<file path="config.mk">
export PLATFORM = sky130hd
export DESIGN_NAME = serial_tx
export DESIGN_NICKNAME = d
export VERILOG_FILES = /design/src/rtl/serial_tx_pkg.sv /design/src/rtl/serial_tx_baud_tick.sv /design/src/rtl/serial_tx.sv
export SDC_FILE = /design/constraint.sdc
export NUM_CORES = 1
export LEC_CHECK = 0
export BUFFER_PORTS_ARGS = -buffer_cell sky130_fd_sc_hd__buf_2
export CAP_MARGIN = 20
export CELL_PAD_IN_SITES_DETAIL_PLACEMENT = 2
export CELL_PAD_IN_SITES_GLOBAL_PLACEMENT = 2
export CORE_AREA = 10 10 67 69
export DETAILED_ROUTE_END_ITERATION = 8
export DIE_AREA = 0 0 77 79
export PLACE_DENSITY = 0.81
export SETUP_SLACK_MARGIN = 0.1
export SYNTH_ARGS = -nofsm -noshare
export SYNTH_HDL_FRONTEND = slang
export SYNTH_HIERARCHICAL = 1
export SYNTH_SLANG_ARGS = --single-unit
</file>
<file path="constraint.sdc">
create_clock -name clk -period 2.31 [get_ports clk]
set_clock_uncertainty 0.05 [all_clocks]
set_input_delay 0.462 -clock clk [delete_from_list [all_inputs] [get_ports clk]]
set_output_delay 0.462 -clock clk [all_outputs]
set_load 0.005 [all_outputs]
</file>
<file path="src/rtl/serial_tx_pkg.sv">
// Purpose: shared types and helpers for the serial_tx framed transmitter.
// Latency: n/a (types and functions only).
// Backpressure: n/a.
// Optional feature macro: SERIAL_TX_PARITY_EN (adds an even-parity bit per frame).
package serial_tx_pkg;

  // PARITY always has an encoding. It is simply never entered when the
  // parity feature is compiled out.
  typedef enum logic [2:0] {
    IDLE   = 3'd0,
    START  = 3'd1,
    DATA   = 3'd2,
    PARITY = 3'd3,
    STOP   = 3'd4
  } state_t;

`ifdef SERIAL_TX_PARITY_EN
  localparam bit PARITY_EN = 1'b1;
`else
  localparam bit PARITY_EN = 1'b0;
`endif

  // Serial bits per frame: start + data + [parity] + stop.
  function automatic int frame_bits(input int width);
`ifdef SERIAL_TX_PARITY_EN
    return width + 3;
`else
    return width + 2;
`endif
  endfunction

endpackage

</file>
<file path="src/rtl/serial_tx_baud_tick.sv">
// Purpose: bit-period counter; pulses tick in the last clock of every DIV-clock bit period.
// Latency: tick is combinational from the registered count and en; count advances 1/clk while en.
// Backpressure: none; clr has priority over en and restarts the period at 0.
// Ports: clk, reset (async, active-high), clr (restart period), en (count), tick (terminal count).
module serial_tx_baud_tick
  import serial_tx_pkg::*;
#(
  parameter int DIV = 4
) (
  input  logic clk,
  input  logic reset,
  input  logic clr,
  input  logic en,
  output logic tick
);

  localparam int CW = (DIV > 1) ? $clog2(DIV) : 1;
  localparam logic [CW-1:0] LAST = CW'(DIV - 1);

  logic [CW-1:0] cnt_q;

  always_ff @(posedge clk or posedge reset) begin
    if (reset) begin
      cnt_q <= '0;
    end else if (clr) begin
      cnt_q <= '0;
    end else if (en) begin
      cnt_q <= (cnt_q == LAST) ? '0 : cnt_q + 1'b1;
    end
  end

  assign tick = en && (cnt_q == LAST);

endmodule

</file>
<file path="src/rtl/serial_tx.sv">
// Purpose: parallel-in serial-out framed transmitter (start, WIDTH data, [even parity], stop; DIV clocks per bit).
// Latency: first start-bit clock follows the accepting edge; frame lasts N*DIV clocks, then 1 idle clock minimum.
// Backpressure: load_ready is high only in IDLE; load_valid while busy is ignored.
// Ports: clk, reset (async, active-high); data_in/msb_first/load_valid/load_ready load handshake;
//        s_out serial line (idles high), busy (frame in progress), done (last clock of stop bit).
// Optional feature macro: SERIAL_TX_PARITY_EN (even-parity bit between the data and stop bits).
module serial_tx
  import serial_tx_pkg::*;
#(
  parameter int WIDTH = 8,
  parameter int DIV   = 4
) (
  input  logic             clk,
  input  logic             reset,
  input  logic [WIDTH-1:0] data_in,
  input  logic             msb_first,
  input  logic             load_valid,
  output logic             load_ready,
  output logic             s_out,
  output logic             busy,
  output logic             done
);

  localparam int IDXW = $clog2(WIDTH + 1);
  localparam logic [IDXW-1:0] LAST_IDX = IDXW'(WIDTH - 1);

  state_t           state_q, state_d;
  logic [WIDTH-1:0] shreg_q;
  logic             msb_q;
  logic [IDXW-1:0]  idx_q;
  logic             accept;
  logic             tick;
  logic             tick_en;

`ifdef SERIAL_TX_PARITY_EN
  logic             par_q;
`endif

  // The counter runs through every non-idle state and wraps on its own,
  // so it only needs an explicit clear when a frame is accepted.
  assign tick_en = (state_q != IDLE);

  serial_tx_baud_tick #(
    .DIV (DIV)
  ) u_baud_tick (
    .clk   (clk),
    .reset (reset),
    .clr   (accept),
    .en    (tick_en),
    .tick  (tick)
  );

  always_ff @(posedge clk or posedge reset) begin
    if (reset) begin
      state_q <= IDLE;
    end else begin
      state_q <= state_d;
    end
  end

  // Outputs are decoded from registered state and datapath only; the one
  // input-dependent term (accept) feeds next-state and the counter clear.
  always_comb begin
    state_d    = state_q;
    load_ready = 1'b0;
    s_out      = 1'b1;
    done       = 1'b0;
    accept     = 1'b0;
    case (state_q)
      IDLE: begin
        load_ready = 1'b1;
        accept     = load_valid;
        if (load_valid) begin
          state_d = START;
        end
      end
      START: begin
        s_out = 1'b0;
        if (tick) begin
          state_d = DATA;
        end
      end
      DATA: begin
        s_out = msb_q ? shreg_q[WIDTH-1] : shreg_q[0];
        if (tick && (idx_q == LAST_IDX)) begin
`ifdef SERIAL_TX_PARITY_EN
          state_d = PARITY;
`else
          state_d = STOP;
`endif
        end
      end
      PARITY: begin
`ifdef SERIAL_TX_PARITY_EN
        s_out = par_q;
        if (tick) begin
          state_d = STOP;
        end
`else
        state_d = IDLE;
`endif
      end
      STOP: begin
        s_out = 1'b1;
        done  = tick;
        if (tick) begin
          state_d = IDLE;
        end
      end
      default: begin
        state_d = IDLE;
      end
    endcase
    busy = !load_ready;
  end

  // The shift register moves toward whichever end s_out reads from, so
  // the next bit is always at the same position.
  always_ff @(posedge clk or posedge reset) begin
    if (reset) begin
      shreg_q <= '0;
      msb_q   <= 1'b0;
      idx_q   <= '0;
    end else if (accept) begin
      shreg_q <= data_in;
      msb_q   <= msb_first;
      idx_q   <= '0;
    end else if ((state_q == DATA) && tick) begin
      shreg_q <= msb_q ? {shreg_q[WIDTH-2:0], 1'b0} : {1'b0, shreg_q[WIDTH-1:1]};
      idx_q   <= idx_q + 1'b1;
    end
  end

`ifdef SERIAL_TX_PARITY_EN
  // Parity is taken at accept because the shift register is consumed
  // while the data bits go out.
  always_ff @(posedge clk or posedge reset) begin
    if (reset) begin
      par_q <= 1'b0;
    end else if (accept) begin
      par_q <= ^data_in;
    end
  end
`endif

endmodule
</file>
==> key figures <==
Outcome
  – Status: finished, final reports clean

Placement
  – HPWL after DPL: 2172 um
  – Pre-CTS WS: 0.2303 ns
  – Final Wtd Congestion: 0.7563
  – Placed Cells: about 170
  – Number of buffers added on ports: 15

Die
  – Die Y: around 79 um
  – Core Area: 3232 um2
  – Boundary Pins: 16
  – Row count: 21
  – Die X: roughly 77 um
  – Initial core utilization: 33.57%
  – Die area: 6083 um2

Synth
  – Mean post-synth cell area: 9.862 um2
  – Yosys warning count: 6
  – Yosys reg bits: 18
  – Compound-Gate Fraction of Synth Area: 18.11%
  – Register area share after synthesis: 41.52%
  – Area share of the largest cell type after synthesis: 41.52%
  – Synth Area in Simple Gates: 26.64%
  – Mapped Cells: 110
  – Largest family of logic cells by synthesized area: simple AND/OR/NAND/NOR gates
  – Netlist Area Pre-Place: around 1100 um2
  – Post-Synth Adder-Cell Area: 2.307%
  – Syn_nets: 124
  – Cell taking the most area after synthesis: dfrtp_1
  – Mux cell area share after synthesis: 1.845%
  – Area share of xor/xnor cells in the synthesized design: 0.8074%
  – Area contributors post-synth: dfrtp_1 42%, o31ai_2 6.9%, nor2b_1 4.6%
  – Yosys cell types: 39

Clock network
  – CTS tree: done
  – Longest Clk Path Bufs: 2
  – Clk pin slew, worst setup/hold paths: ~0.11 ns
  – H-tree depth: 1
  – Clock sinks: 18
  – Clock root buffer master: clkbuf_4
  – Clk_lat worst skew: 0.29 ns
  – Clock buffer count from CTS: 3

Final layout
  – Number of diodes: 0
  – Layout cells sized above 1: between 30% and 40%
  – Post-Layout Cell Count: 176
  – Multi-input logic area: 553.0 um2
  – Area grow syn2layout: 16.49%
  – Total area of sequential cells: 454.2 um2
  – Filler Cells Inserted: 366
  – Final nets: approximately 150

Detailed routing
  – Vias: between 800 and 900
  – Routed Antenna Nets: 0
  – Per-cell routed wire length: 17.65 um
  – Vias/cell: 5.097
  – DRC Markers: 0
  – Drt pass-1 iters: 4
  – Iter 0 DRT Violations: 32
  – Total Wirelength: 3107 um

Worst setup path
  – CP max stage delay: roughly 0.46 ns
  – R2r setup slk: between 0.3 and 0.4 ns
  – Critical Path Fanout Max: 8
  – CP endpoint kind: output port
  – Worst EP required: 1.80 ns
  – Arrival time worst endpoint: 1.59 ns
  – Critical path's slowest cell: dfrtp_2
  – Crit Path Category: flop to output port
  – Crit-path cells: nor3_4 > inv_1 > and2_4 > nor4bb_1 > buf_2
  – Reg2reg path depth: 5
  – Startpoint Class: flop

Timing
  – Crit path time final: 2.106 ns
  – Fin. Hold Viols: 0
  – Worst relative slew slack: 54.07%
  – RSZ-0062 raised after global routing: no
  – Final period util: 91.16%
  – Setup TNS: 0 ns
  – Maximum clock frequency: approximately 470 MHz
  – Worst slew pin tran: 0.6882 ns
  – Final WS setup: 0.2041 ns
  – Pins Over Slew Limit: 0
  – Final setup vio count: 0

Power
  – Leak pwr: 0.5592 nW
  – Power Density: 1089 nW/um2
  – Worst vdd ir: around 0.35 mV

Global routing
  – Total Routing Usage GR: 10.15%
  – Initial antenna violation count: 0
  – First-pass GRT wire length: between 5000 and 6000 um
  – Largest net degree at the start of global routing: 18
  – Vias in the first global route: 1,018
  – Overflow left after global routing: 0

Min path
  – Worst Hold Path Cells: 3
  – Hold Path Class: primary input to flop

Run
  – Max cap viols: 0
synth_stat cells:
cell type   n
buf_12      1
and4bb_2    1
dfrtp_1    18
clkinv_8    1
buf_2       2
nor4bb_1    1
nand2_1     7
nand4bb_1   1
a211oi_1    6
nor2b_1     8
a22oi_1     1
or3b_1      1
or3b_2      1
nand2b_1    1
buf_4       1
nor3_1      1
nor2_1     12
clkbuf_1    1
and2_1      1
nand3_1     8
ha_1        2
mux2i_1     2
buf_6       2
nor2_2      1
inv_1       4
a21oi_1     4
nand3b_1    1
or2_2       1
o21ai_0     2
or3_1       2
nand4b_1    1
o31ai_2     6
a31oi_1     2
a21oi_2     1
a22o_1      1
or4b_1      1
a2111oi_0   1
xnor2_1     1
or4_1       1
per-layer routing:
| layer | vias to the layer above | GRT usage [%] | share of wire [%] |
|---|---|---|---|
| li1 | 434 | - | - |
| met1 | 453 | 12.15 | 45 |
| met2 | 8 | 17.96 | 52 |
| met3 | 2 | 2.252 | 2.3 |
| met4 | 0 | 2.737 | 0.45 |
| met5 | - | 0 | 0 |
kinds of logic (layout without fill, tap and decap cells):
logic type,after synthesis,after routing
mux,2,2
xor+xnor,1,1
simple gates,51,51
fa+ha+maj,2,2
compound gates,24,24
buf+inv,12,32
flops,18,18
worst max-delay path: cells and delay by family (launching register included):
family	cells	cell delay [ns]
buffers and inverters	2	0.30
AND/OR/NAND/NOR	3	0.53
flip-flops	1	0.46
where the power goes:
part | internal [mW] | switching (mW)
Clock | 0.0606 | 0.103
Combinational | 0.304 | 0.375
Sequential | 0.429 | 0.104
cells in the final DEF, fill, tap and decap left out, types with 3 or more instances in the layout:
cell type	synthesis	layout
nand2_1	7	7
a211oi_1	6	6
dfrtp_2	0	3
buf_4	1	8
clkbuf_4	0	3
nor2_1	12	12
dfrtp_1	18	15
o31ai_2	6	6
buf_2	2	15
nand3_1	8	8
a21oi_1	4	4
nor2b_1	8	8
inv_1	4	4
layout make-up:
| class | instances | share of cell area (%) |
|---|---|---|
| clock buffer | 3 | 1.782 |
| sequential | 18 | 35.94 |
| tap | 46 | 4.554 |
| timing repair buffer | 24 | 11.49 |
| multi-input combinational | 80 | 43.76 |
| inverter | 5 | 2.475 |
state kept, by name (all words and copies together), names as in the netlist:
register and cells:
shreg_q 8, msb_q 1, u_baud_tick/cnt_q 2, state_q 3, idx_q 4
timing repair:
item / 4_1_cts / 5_1_grt
resized for setup: 4 / 3
endpoints found under the hold margin: 2 / 0
hold buffers: 1 / 0
buffers inserted: 0 / 5
endpoints found under the setup margin: 1 / 6
final timing paths:
path | startpoint | to
setup / recovery | state_q[2] | done
hold / removal | msb_first | msb_q
setup reg to reg | state_q[2] | shreg_q[1]
hold reg to reg | idx_q[1] | idx_q[1]
max in group asynchronous | reset | state_q[0]
min in group asynchronous | reset | u_baud_tick/cnt_q[1]
metrics by stage:
step	instance area, um2	hold WS [ns]	util, %	total power, mW
6_report	1264	0.3220	39.10	1.376
2_1_floorplan	1085	0.1532	-	1.009
4_1_cts	1214	0.3245	37.55	1.338
3_5_place_dp	1176	0.2789	36.39	1.168
3_3_place_gp	1176	0.2711	36.39	1.116
5_1_grt	1264	0.3235	39.10	1.506
Power figures use the tool's default switching activity.
